$ cat src/rtl/fsmd_pkg.sv
// Shared types and helpers for the fsmd_divchain FSMD.
// Holds the controller state enum and the divider iteration-count helper.
package fsmd_pkg;

  typedef enum logic [2:0] {
    IDLE  = 3'd0,
    LOAD  = 3'd1,
    DIV_Y = 3'd2,
    DIV_Z = 3'd3,
    DIV_X = 3'd4,
    OUT   = 3'd5
  } fsmd_state_t;

  // Quotient bits produced after the load cycle (one per clock).
  function automatic int unsigned div_iters(input int unsigned dw);
    return dw;
  endfunction

endpackage

$ cat src/rtl/fsmd_divchain_seq_divider.sv
// seq_divider: unsigned restoring divider, one quotient bit per cycle.
// Ports:
//   clk, rst_n  clock / async active-low reset
//   go          load operands and start (DW+1 cycles to q_valid)
//   dividend    DW-bit dividend, sampled with go
//   divisor     DW-bit divisor, sampled with go (0 -> all-ones quotient)
//   quotient    DW-bit quotient, held until the next go
//   q_valid     one-cycle pulse when quotient is final
module seq_divider
  import fsmd_pkg::*;
#(
  parameter int unsigned DW = 8
) (
  input  logic          clk,
  input  logic          rst_n,
  input  logic          go,
  input  logic [DW-1:0] dividend,
  input  logic [DW-1:0] divisor,
  output logic [DW-1:0] quotient,
  output logic          q_valid
);

  localparam int unsigned CW = $clog2(DW + 1);

  logic          active_q, active_d;
  logic [CW-1:0] cnt_q, cnt_d;
  logic [DW-1:0] rem_q, rem_d;
  logic [DW-1:0] quo_q, quo_d;
  logic [DW-1:0] dvs_q, dvs_d;
  logic          q_valid_q, q_valid_d;
  logic [DW:0]   rem_shift_c;

  // Shift in the next dividend bit; subtract when the partial remainder fits.
  always_comb begin
    active_d    = active_q;
    cnt_d       = cnt_q;
    rem_d       = rem_q;
    quo_d       = quo_q;
    dvs_d       = dvs_q;
    q_valid_d   = 1'b0;
    rem_shift_c = {rem_q, quo_q[DW-1]};
    if (go) begin
      active_d = 1'b1;
      cnt_d    = CW'(div_iters(DW));
      rem_d    = '0;
      quo_d    = dividend;
      dvs_d    = divisor;
    end else if (active_q) begin
      if (rem_shift_c >= {1'b0, dvs_q}) begin
        rem_d = DW'(rem_shift_c - {1'b0, dvs_q});
        quo_d = {quo_q[DW-2:0], 1'b1};
      end else begin
        rem_d = rem_shift_c[DW-1:0];
        quo_d = {quo_q[DW-2:0], 1'b0};
      end
      cnt_d = cnt_q - CW'(1);
      if (cnt_q == CW'(1)) begin
        active_d  = 1'b0;
        q_valid_d = 1'b1;
      end
    end
  end

  always_ff @(posedge clk or negedge rst_n) begin
    if (!rst_n) begin
      active_q  <= 1'b0;
      cnt_q     <= '0;
      rem_q     <= '0;
      quo_q     <= '0;
      dvs_q     <= '0;
      q_valid_q <= 1'b0;
    end else begin
      active_q  <= active_d;
      cnt_q     <= cnt_d;
      rem_q     <= rem_d;
      quo_q     <= quo_d;
      dvs_q     <= dvs_d;
      q_valid_q <= q_valid_d;
    end
  end

  assign quotient = quo_q;
  assign q_valid  = q_valid_q;

endmodule

$ cat src/rtl/fsmd_divchain.sv
// fsmd_divchain: result = ((x<<SH)/K) - ((y/K)/(x*x)), mod 2**DW, DW = 2*W.
// All three divisions share one seq_divider, sequenced by a small FSM.
// Ports:
//   clk, rst_n   clock / async active-low reset
//   start        request, accepted only while ready
//   xin, yin     W-bit operands captured on accept
//   ready        high in IDLE only
//   busy         high in every non-IDLE state
//   done         one-cycle pulse when result updates
//   result       DW-bit result, held until next done
//   err          divide-by-zero flag (only with FSMD_DIVZERO_ERR_EN defined)
// Optional feature macro: FSMD_DIVZERO_ERR_EN.
module fsmd_divchain
  import fsmd_pkg::*;
#(
  parameter int unsigned W  = 4,
  parameter int unsigned K  = 3,
  parameter int unsigned SH = 1
) (
  input  logic             clk,
  input  logic             rst_n,
  input  logic             start,
  input  logic [W-1:0]     xin,
  input  logic [W-1:0]     yin,
  output logic             ready,
  output logic             busy,
  output logic             done,
`ifdef FSMD_DIVZERO_ERR_EN
  output logic             err,
`endif
  output logic [2*W-1:0]   result
);

  localparam int unsigned DW = 2 * W;

  fsmd_state_t   state_q, state_d;
  logic [DW-1:0] x_q, x_d;
  logic [DW-1:0] y_q, y_d;
  logic [DW-1:0] z_q, z_d;
  logic [DW-1:0] y2_q, y2_d;
  logic [DW-1:0] x1_q, x1_d;
  logic [DW-1:0] result_q, result_d;
  logic          done_q, done_d;
  logic          ready_q, ready_d;
  logic          busy_q, busy_d;
  logic          err_q, err_d;

  logic          div_go_c;
  logic [DW-1:0] div_dividend_c;
  logic [DW-1:0] div_divisor_c;
  logic [DW-1:0] div_quotient;
  logic          div_q_valid;

  seq_divider #(.DW(DW)) u_div (
    .clk      (clk),
    .rst_n    (rst_n),
    .go       (div_go_c),
    .dividend (div_dividend_c),
    .divisor  (div_divisor_c),
    .quotient (div_quotient),
    .q_valid  (div_q_valid)
  );

  // Next-state, datapath captures and divider launches.
  always_comb begin
    state_d        = state_q;
    x_d            = x_q;
    y_d            = y_q;
    z_d            = z_q;
    y2_d           = y2_q;
    x1_d           = x1_q;
    result_d       = result_q;
    err_d          = err_q;
    done_d         = 1'b0;
    div_go_c       = 1'b0;
    div_dividend_c = '0;
    div_divisor_c  = '0;
    unique case (state_q)
      IDLE: begin
        if (start) begin
          x_d     = DW'(xin);
          y_d     = DW'(yin);
          z_d     = DW'(xin) * DW'(xin);
          state_d = LOAD;
        end
      end
      LOAD: begin
        div_go_c       = 1'b1;
        div_dividend_c = y_q;
        div_divisor_c  = DW'(K);
        state_d        = DIV_Y;
      end
      DIV_Y: begin
        // Chain y1 straight from the divider's held quotient into the next launch.
        if (div_q_valid) begin
          div_go_c       = 1'b1;
          div_dividend_c = div_quotient;
          div_divisor_c  = z_q;
          state_d        = DIV_Z;
        end
      end
      DIV_Z: begin
        if (div_q_valid) begin
          y2_d           = div_quotient;
          div_go_c       = 1'b1;
          div_dividend_c = x_q << SH;
          div_divisor_c  = DW'(K);
          state_d        = DIV_X;
        end
      end
      DIV_X: begin
        if (div_q_valid) begin
          x1_d    = div_quotient;
          state_d = OUT;
        end
      end
      OUT: begin
        result_d = x1_q - y2_q;
        err_d    = 1'b0;
`ifdef FSMD_DIVZERO_ERR_EN
        if (x_q == '0) begin
          result_d = '0;
          err_d    = 1'b1;
        end
`endif
        done_d  = 1'b1;
        state_d = IDLE;
      end
      default: state_d = IDLE;
    endcase
    ready_d = (state_d == IDLE);
    busy_d  = (state_d != IDLE);
  end

  always_ff @(posedge clk or negedge rst_n) begin
    if (!rst_n) begin
      state_q  <= IDLE;
      x_q      <= '0;
      y_q      <= '0;
      z_q      <= '0;
      y2_q     <= '0;
      x1_q     <= '0;
      result_q <= '0;
      err_q    <= 1'b0;
      done_q   <= 1'b0;
      ready_q  <= 1'b1;
      busy_q   <= 1'b0;
    end else begin
      state_q  <= state_d;
      x_q      <= x_d;
      y_q      <= y_d;
      z_q      <= z_d;
      y2_q     <= y2_d;
      x1_q     <= x1_d;
      result_q <= result_d;
      err_q    <= err_d;
      done_q   <= done_d;
      ready_q  <= ready_d;
      busy_q   <= busy_d;
    end
  end

  assign ready  = ready_q;
  assign busy   = busy_q;
  assign done   = done_q;
  assign result = result_q;
`ifdef FSMD_DIVZERO_ERR_EN
  assign err    = err_q;
`else
  logic unused_err;
  assign unused_err = err_q;
`endif

endmodule

$ cat config.mk
export PLATFORM = sky130hd
export DESIGN_NAME = fsmd_divchain
export DESIGN_NICKNAME = d
export VERILOG_FILES = /design/src/rtl/fsmd_pkg.sv /design/src/rtl/fsmd_divchain_seq_divider.sv /design/src/rtl/fsmd_divchain.sv
export SDC_FILE = /design/constraint.sdc
export NUM_CORES = 1
export LEC_CHECK = 0
export BUFFER_PORTS_ARGS = -buffer_cell sky130_fd_sc_hd__clkbuf_2
export CAP_MARGIN = 20
export CORE_UTILIZATION = 40
export DETAILED_ROUTE_END_ITERATION = 8
export PLACE_DENSITY = 0.6
export SETUP_SLACK_MARGIN = 0.15
export SYNTH_ARGS = -nofsm -noshare
export SYNTH_HDL_FRONTEND = slang
export SYNTH_SLANG_ARGS = --single-unit
$ cat constraint.sdc
create_clock -name clk -period 2.45 [get_ports clk]
set_input_delay 0.1225 -clock clk [delete_from_list [all_inputs] [get_ports clk]]
set_output_delay 0.1225 -clock clk [all_outputs]
set_load 0.05 [all_outputs]
# Word-level counts from Yosys, hierarchy flattened
# Cells that the tools add are included.
# totals
regBits,76
out_inout_bits,11
word_cells,65
# classes
addsub,3
n_mul,1
order_cmp,1
eq_ne,7
n_mux,28
n_reduce_logical,9
# ops
cell,n
2-to-1 mux 8 bit,7
case mux 8 bit (3 select lines),2
subtractor 8 bit,2
case mux 3 bit (5 select lines),1
2-to-1 mux 3 bit,4
>= comparator 9 x 8 -> 1 bit,1
2-to-1 mux 1 bit,9
multiplier 4 x 4 -> 8 bit,1
2-to-1 mux 4 bit,2
AND reduction 2 bit,4
== test 3 x 2 -> 1 bit (second input constant),2
== test 3 bit (second input constant),2
zero test 3 bit,2
2-to-1 mux 5 bit,1
== test 4 x 1 -> 1 bit (second input constant),1
subtractor 4 x 1 -> 4 bit (second input constant),1
== test 3 x 1 -> 1 bit (second input constant),1
!= test 3 bit (second input constant),1
nonzero test 3 bit,1
2-to-1 mux 2 bit,1
case mux 1 bit (2 select lines),1
nonzero test 2 bit,1
OR reduction 2 bit,1

# Depth between registers and ports, before layout
# Gate-level depths: netlist (run 1).
# logic_depth
ltp_word,5
depth_mapped,9
mapped_depth_nobuf,9

# Cells and area by module
# Synthesis (run 1) repeated with hierarchy kept, for this count alone.
# hier_totals
cells_unflattened,430
area_unflattened_um2,4177.8
# by_module_without_submodules
module,instances,cells_each,area_per_inst_um2,seq_area_each_um2
fsmd_divchain,1,248,2392.3,1102.3
seq_divider,1,182,1785.5,750.7

# Worst setup path after synthesis (run 1)
# Ideal clock, no wire load.
# synth_path
path_type,register -> register
startpoint,register y2_q[0]
endpoint,"register result_q[6], in the netlist result[6]"
setup_ns,0.069
arrival_time_ns,1.993
required_ns,2.381
setup_slack_ns,0.388
path_stages_with_launch,9
path_buffers,0
period_less_slack_ns,2.062
cell_sequence,dfrtp_1 ha_1 fa_1 nor2b_1 o21ai_0 nand2_1 a21oi_1 or4b_2 nand3_1
# synth_via
elab_chain_len,1
# synth_rtl
item,line,source
from (decl),fsmd_divchain.sv:40,"logic [DW-1:0] y2_q, y2_d;"
from (signal assigned),fsmd_divchain.sv:153,y2_q <= y2_d;
subtractor 8 bit,fsmd_divchain.sv:118,result_d = x1_q - y2_q;
to (signal assigned),fsmd_divchain.sv:155,result_q <= result_d;
to (decl),fsmd_divchain.sv:42,"logic [DW-1:0] result_q, result_d;"
# Every way passes these cells.
# A chain may end at the register's enable or synchronous reset.

# Final worst setup path (run 1)
# Same ends and word-level chain as after synthesis.

==> impl_metrics.env, run 1 <==
export IMPL_run_status="finished clean"
export IMPL_met1_usage_pct=22.3
export IMPL_setup_tns_final_ns=0
export IMPL_ir_drop_uv=550
export IMPL_die_area_mm2=0.0101
export IMPL_ys_seq_elements=74
export IMPL_hpwl_um=5050
export IMPL_critical_path_cell_chain="ha_1, fa_1, nor2b_1, o21ai_0, nand2_1, a21oi_1, or4b_2, nand3_1"
export IMPL_synth_edf_count=0
export IMPL_skew_ns=0.0101
export IMPL_path_max_fanout=2
export IMPL_synth_area_mm2=0.00387
export IMPL_drt_iter0_drc=82
export IMPL_drtPass1Iterations=4
export IMPL_yosys_warnings=0
export IMPL_cts_path_max_buffers=2
export IMPL_hold_class="input port to flop"
export IMPL_synthDistinctLibCells=55
export IMPL_ios=22
export IMPL_numPortBuffers=21
export IMPL_fmax_mhz=454
export IMPL_power_leakage_nw=2.04
export IMPL_setup_viol=0
export IMPL_finalCritPeriodShare_pct=90.0
export IMPL_netlist_instances=383
export IMPL_seq_area_frac_synth_pct=47.9
export IMPL_relSlewSlack_pct=39.3
export IMPL_wl_per_cell_um=13.3
export IMPL_timing_final_ws_setup_ns=0.245
export IMPL_syn_to_final_growth_pct=12.8
export IMPL_drcViolationCount=0
export IMPL_ys_top_cells_by_area="dfrtp_1 (47%), ha_1 (6.5%), o21ai_0 (6.1%)"
export IMPL_diodes=0
export IMPL_viasPerCell=5.03
export IMPL_cp_slowest_stage_delay_ns=0.63
export IMPL_row_count=35
export IMPL_ys_async_sr_fraction_pct=100
export IMPL_cts_tree="yes"
export IMPL_clkSinkCount=74
export IMPL_fp_dieW_um=100
export IMPL_htreeDepth=3
export IMPL_ys_top_cells_by_count="dfrtp_1 (73), nand2_1 (50), o21ai_0 (47)"
export IMPL_synth_area_per_cell_um2=10.1
export IMPL_crit_slowest_cell="or4b_2"
export IMPL_crit_buf_inv=0
export IMPL_cts_resized=0
export IMPL_syn_nets=417
export IMPL_arrival_ns=2.49
export IMPL_synth_flop_cell="dfrtp_1"
export IMPL_crit_required_ns=2.74
export IMPL_drv_slew=0
export IMPL_yosysMostFrequentCell="dfrtp_1"
export IMPL_grt_max_degree=75
export IMPL_drive_gt1_share_pct=17.1
export IMPL_total_power_w=0.00535
export IMPL_end_kind="flop"
export IMPL_tightest_slew_ns=0.911
export IMPL_max_cap_violations=0
export IMPL_clk_pin_slew_ns=0.08
export IMPL_clk_latency_ns=0.35
export IMPL_rsz0062_at_grt="false"
export IMPL_min_period_ns=2.20
export IMPL_use_met2_pct=23.4
export IMPL_grt_busiest_layer="met2"
export IMPL_grt_pass1_vias=2564
export IMPL_synth_top_cell_area_share_pct=47.2
export IMPL_clock_root_buffer="clkbuf_8"
export IMPL_grt_antenna_before_repair=0
export IMPL_start_util_pct=41.5
export IMPL_final_hold_violation_count=0
export IMPL_grt_pass1_wl_um=12300
export IMPL_grt_use_met3_pct=3.48
export IMPL_antenna_left=0
export IMPL_vias=2743
export IMPL_min_from="xin[2]"
export IMPL_crit_path_start="y2_q[0]"
export IMPL_wl_um=7240
export IMPL_numCtsBuffers=9
export IMPL_crit_family="simple AND/OR/NAND/NOR gates"
export IMPL_post_place_ws_ns=0.262
export IMPL_power_density_mw_per_mm2=1230
export IMPL_synth_largest_area_cell="dfrtp_1"
export IMPL_timing_rr_start="y2_q[0]"
export IMPL_design_core_area_mm2=0.00933
export IMPL_num_nets_final=445
export IMPL_critPathLaunchType="flop"
export IMPL_die_y_um=100
export IMPL_routabilityCongestion=0.810
export IMPL_grt_usage_pct=15.8
export IMPL_overflow=0
export IMPL_path_class="flop to flop"
==> metal layers <==
layer	share of wire, %	routed length (um)
met5	0	0
met4	1.7	123
met3	2.4	176
met2	44	3210
met1	52	3730
==> power breakdown <==
group,internal [W],switching (W),total [W],leakage (nW)
clock network,0.000422,0.000451,0.000873,0.0924
registers,0.00163,0.000307,0.00193,0.946
logic,0.00121,0.00134,0.00255,1.00
total,0.00325,0.00210,0.00535,2.04
==> area by class of cell <==
class	count	area, um2
fill	917	4960
sequential	74	1850
multi-input combinational	264	1840
timing repair buffer	32	215
tap	129	161
clock buffer	12	155
inverter	30	113
clock inverter	4	26.3
==> state kept, by name, indices dropped and copies added (netlist names), 7 cells and up <==
name	cells
u_div.rem_q	8
u_div.dvs_q	8
x1_q	8
result	8
y2_q	8
z_q	7
u_div.quotient	8
==> cells in the final DEF (no fill, tap or decap), types with 3 or more instances in the layout <==
master / netlist / layout
clkbuf_2: 0 / 20
xor2_1: 6 / 6
nand3_1: 3 / 3
xnor2_1: 11 / 11
buf_4: 0 / 6
nand3b_1: 4 / 4
fa_1: 3 / 3
inv_1: 30 / 30
mux2i_1: 5 / 5
dlygate4sd3_1: 0 / 5
ha_1: 20 / 20
clkbuf_8: 0 / 11
nor2_1: 14 / 14
nand2b_1: 6 / 6
nor2b_1: 6 / 6
o2111ai_1: 3 / 3
dfrtp_1: 73 / 73
a32o_1: 3 / 3
and2_1: 5 / 5
a22oi_1: 3 / 3
mux2_2: 15 / 15
a21oi_1: 17 / 17
a222oi_1: 3 / 3
nand2_1: 50 / 50
o21ai_0: 47 / 47
==> kinds of logic (layout without fill, tap and decap cells) <==
family	count (synthesis)	in the layout	share of synthesized area, %
and+or+nand+nor	103	103	12.8
AOI/OAI and AO/OA	99	99	16.5
DFF	74	74	47.9
buffers and inverters	45	78	4.49
adders and majority gates	23	23	8.02
muxes	22	22	6.43
xor gates and xnor gates	17	17	3.85
==> worst paths after layout <==
kind / end / slack [ns] / cells past startpoint
worst min-delay path: x_q[2] / 0.09 / 2
worst max register to register: result[6] / 0.25 / 8
min in group asynchronous: y2_q[1] / 0.43 / 2
worst min register to register: u_div.dvs_q[2] / 0.48 / 2
worst max-delay path: result[6] / 0.25 / 8
max in group asynchronous: u_div.cnt_q[3] / 1.40 / 2
==> per-stage QoR <==
stage	hold WS [ns]	utilization (%)	instances	instance area [um2]
global placement	0.320	44.0	522	4110
finish	0.0861	46.8	545	4370
global route	0.105	46.8	545	4370
detailed placement	0.321	44.0	522	4110
floorplan	-0.173	-	383	3870
CTS	0.0820	46.5	543	4340
==> timing repair <==
item                       4_1_cts  5_1_grt
setup endpoints to repair        0        2
buffers inserted                 0        2
hold buffers                     5        0
hold endpoints to repair        77        0
Power figures use the tool's default switching activity.
==> inputs of run 2 (changes only) <==
ABC_AREA = 1   (was not set)
==> run 2 against run 1 <==
Effect of this change:
- global-route usage up 2.3 points
- sequential share of layout area down 1.2 points
- critical path type unchanged
- register-to-register slack better by 0.34 ns
- maximum frequency up 18%
- non-clock buffer count down 6
- worst hold slack worse by 0.032 ns
- setup slack better by 0.34 ns
- combinational power down 4%
- critical endpoint is now u_div.rem_q[5]
- power down 3.0%
- first-iteration DRC count up 56%
- highest routed layer unchanged
- die area up 3.5%
- routed wire length up 15%
==> impl_metrics.env, run 2 <==
export IMPL_wl_um=8300
export IMPL_fp_dieW_um=102
export IMPL_overflow=0
export IMPL_ys_top_cells_by_count="nand2_1 (143), inv_1 (82), dfrtp_1 (73)"
export IMPL_timing_final_ws_setup_ns=0.585
export IMPL_start_util_pct=41.2
export IMPL_clk_pin_slew_ns=0.08
export IMPL_viasPerCell=4.85
export IMPL_cts_resized=0
export IMPL_drive_gt1_share_pct=10.1
export IMPL_total_power_w=0.00519
export IMPL_diodes=0
export IMPL_ys_seq_elements=74
export IMPL_design_core_area_mm2=0.00973
export IMPL_cpMostUsedCell="nand2_1"
export IMPL_synth_flop_cell="dfrtp_1"
export IMPL_layout_common_cells="nand2_1 (143), inv_1 (82), dfrtp_1 (73), nand3_1 (38), o21ai_0 (33)"
export IMPL_numPortBuffers=21
export IMPL_final_common_cell="nand2_1"
export IMPL_critPathLaunchType="flop"
export IMPL_grt_usage_pct=18.0
export IMPL_netlist_instances=490
export IMPL_synth_area_per_cell_um2=8.18
export IMPL_drt_iter0_drc=128
export IMPL_path_max_fanout=9
export IMPL_arrival_ns=2.09
export IMPL_power_leakage_nw=2.36
export IMPL_synth_edf_count=0
export IMPL_end_kind="flop"
export IMPL_max_cap_violations=0
export IMPL_vias=3199
export IMPL_num_nets_final=555
export IMPL_crit_slowest_cell="dfrtp_1"
export IMPL_cts_path_max_buffers=2
export IMPL_min_period_ns=1.86
export IMPL_die_y_um=102
export IMPL_final_hold_violation_count=0
export IMPL_grt_pass1_wl_um=14400
export IMPL_yosysMostFrequentCell="nand2_1"
export IMPL_fmax_mhz=536
export IMPL_synth_top_cell_area_share_pct=45.6
export IMPL_clock_root_buffer="clkbuf_8"
export IMPL_crit_family="simple AND/OR/NAND/NOR gates"
export IMPL_run_status="finished clean"
export IMPL_setup_tns_final_ns=0
export IMPL_ys_async_sr_fraction_pct=100
export IMPL_seq_area_frac_synth_pct=46.2
export IMPL_drcViolationCount=0
export IMPL_die_area_mm2=0.0104
export IMPL_critical_path_cell_chain="ha_1, nand2_1, nor2_1, nand3_1, nand4_1, nand2_1, nand3_1, nand2_1"
export IMPL_cp_slowest_stage_delay_ns=0.41
export IMPL_synth_largest_area_cell="dfrtp_1"
export IMPL_crit_required_ns=2.68
export IMPL_clk_latency_ns=0.35
export IMPL_switching_share_pct=43.7
export IMPL_hpwl_um=6020
export IMPL_grt_antenna_before_repair=0
export IMPL_yosys_warnings=0
export IMPL_pwr_share_comb_pct=46.9
export IMPL_row_count=36
export IMPL_ios=22
export IMPL_ir_drop_uv=580
export IMPL_syn_nets=524
export IMPL_hold_class="input port to flop"
export IMPL_ys_top_cells_by_area="dfrtp_1 (46%), nand2_1 (13%), inv_1 (7.7%)"
export IMPL_syn_to_final_growth_pct=12.1
export IMPL_power_density_mw_per_mm2=1160
export IMPL_skew_ns=0.00925
export IMPL_path_class="flop to flop"
export IMPL_setup_viol=0
export IMPL_clkSinkCount=74
export IMPL_routabilityCongestion=0.896
export IMPL_antenna_left=0
export IMPL_drtPass1Iterations=4
export IMPL_numCtsBuffers=9
export IMPL_drv_slew=0
export IMPL_relSlewSlack_pct=38.9
export IMPL_finalCritPeriodShare_pct=76.1
export IMPL_grt_pass1_vias=3107
export IMPL_cts_tree="yes"
export IMPL_post_place_ws_ns=0.642
export IMPL_crit_buf_inv=0
export IMPL_grt_max_degree=75
export IMPL_wl_per_cell_um=12.6
export IMPL_htreeDepth=3
export IMPL_tightest_slew_ns=0.917
export IMPL_n_fill_cell=1004
export IMPL_p_seq_share_pct=34.9
export IMPL_rsz0062_at_grt="false"
export IMPL_p_clk_share_pct=18.2
export IMPL_synthDistinctLibCells=38
export IMPL_p_switching_w=0.00227
export IMPL_synth_area_mm2=0.00401
export IMPL_internal_power_w=0.00293
## run 2: power by group through the flow
stage          Combinational (W)  Clock (W)  Sequential [W]
2_1_floorplan            0.00187          0         0.00185
3_3_place_gp             0.00239          0         0.00183
3_5_place_dp             0.00243          0         0.00183
4_1_cts                  0.00244   0.000980         0.00181
5_1_grt                  0.00281    0.00103         0.00187
6_report                 0.00244   0.000945         0.00181
## run 2: path summary, 6_finish.rpt
path	startpoint	to	slack [ns]	cells after the start
max	u_div.rem_q[4]	u_div.rem_q[5]	0.59	8
min	xin[0]	z_q[2]	0.05	2
max reg2reg	u_div.rem_q[4]	u_div.rem_q[5]	0.59	8
min reg2reg	u_div.quotient[6]	y2_q[6]	0.48	2
max in group asynchronous	rst_n	u_div.dvs_q[4]	1.40	2
min in group asynchronous	rst_n	y2_q[3]	0.46	2
## run 2: timing repair
| action | CTS | global route |
|---|---|---|
| buffers inserted | 0 | 0 |
| hold buffers | 5 | 0 |
| hold endpoints to repair | 77 | 0 |
## run 2: worst register-to-register path: stages, from the launching register on
cell     delay, ns
dfrtp_1       0.41
ha_1          0.36
nand2_1       0.13
nor2_1        0.18
nand3_1       0.10
nand4_1       0.32
nand2_1       0.09
nand3_1       0.10
nand2_1       0.06
## run 2: routing by layer
metal | vias to the layer above | wire, um | share of wire, % | track usage [%]
met5 | - | 0 | 0 | 0
met4 | 0 | 180 | 2.2 | 7.91
met3 | 14 | 266 | 3.2 | 4.45
met2 | 61 | 3950 | 48 | 30.2
met1 | 1495 | 3900 | 47 | 22.1
li1 | 1629 | - | - | -
## run 2: area by class of cell
cell class / instances / area, um2 / share of cell area [%]
clock buffers: 11 / 141 / 3.15
clock inverters: 5 / 53.8 / 1.20
inverters: 85 / 322 / 7.16
multi-input cells: 325 / 1800 / 40.0
flip-flops and latches: 74 / 1850 / 41.3
well taps: 133 / 166 / 3.70
repair buffers: 26 / 158 / 3.51
## run 2: through the flow
stage	instance area [um2]	util, %	std cells	hold WS [ns]
2_1_floorplan	4010	-	490	-0.173
3_3_place_gp	4250	43.6	638	0.318
3_5_place_dp	4250	43.6	638	0.325
4_1_cts	4490	46.2	659	0.0450
5_1_grt	4490	46.2	659	0.0582
6_report	4490	46.2	659	0.0542
## run 2: cell families (layout without fill, tap and decap cells)
logic type | after synthesis | in the layout | share of synthesized area [%]
AO/OA/AOI/OAI | 70 | 70 | 9.87
XOR/XNOR | 10 | 10 | 2.19
adder cells (fa/ha/maj) | 23 | 23 | 7.74
buffers and inverters | 91 | 127 | 8.90
flip-flops | 74 | 74 | 46.2
AND/OR/NAND/NOR | 222 | 222 | 25.1
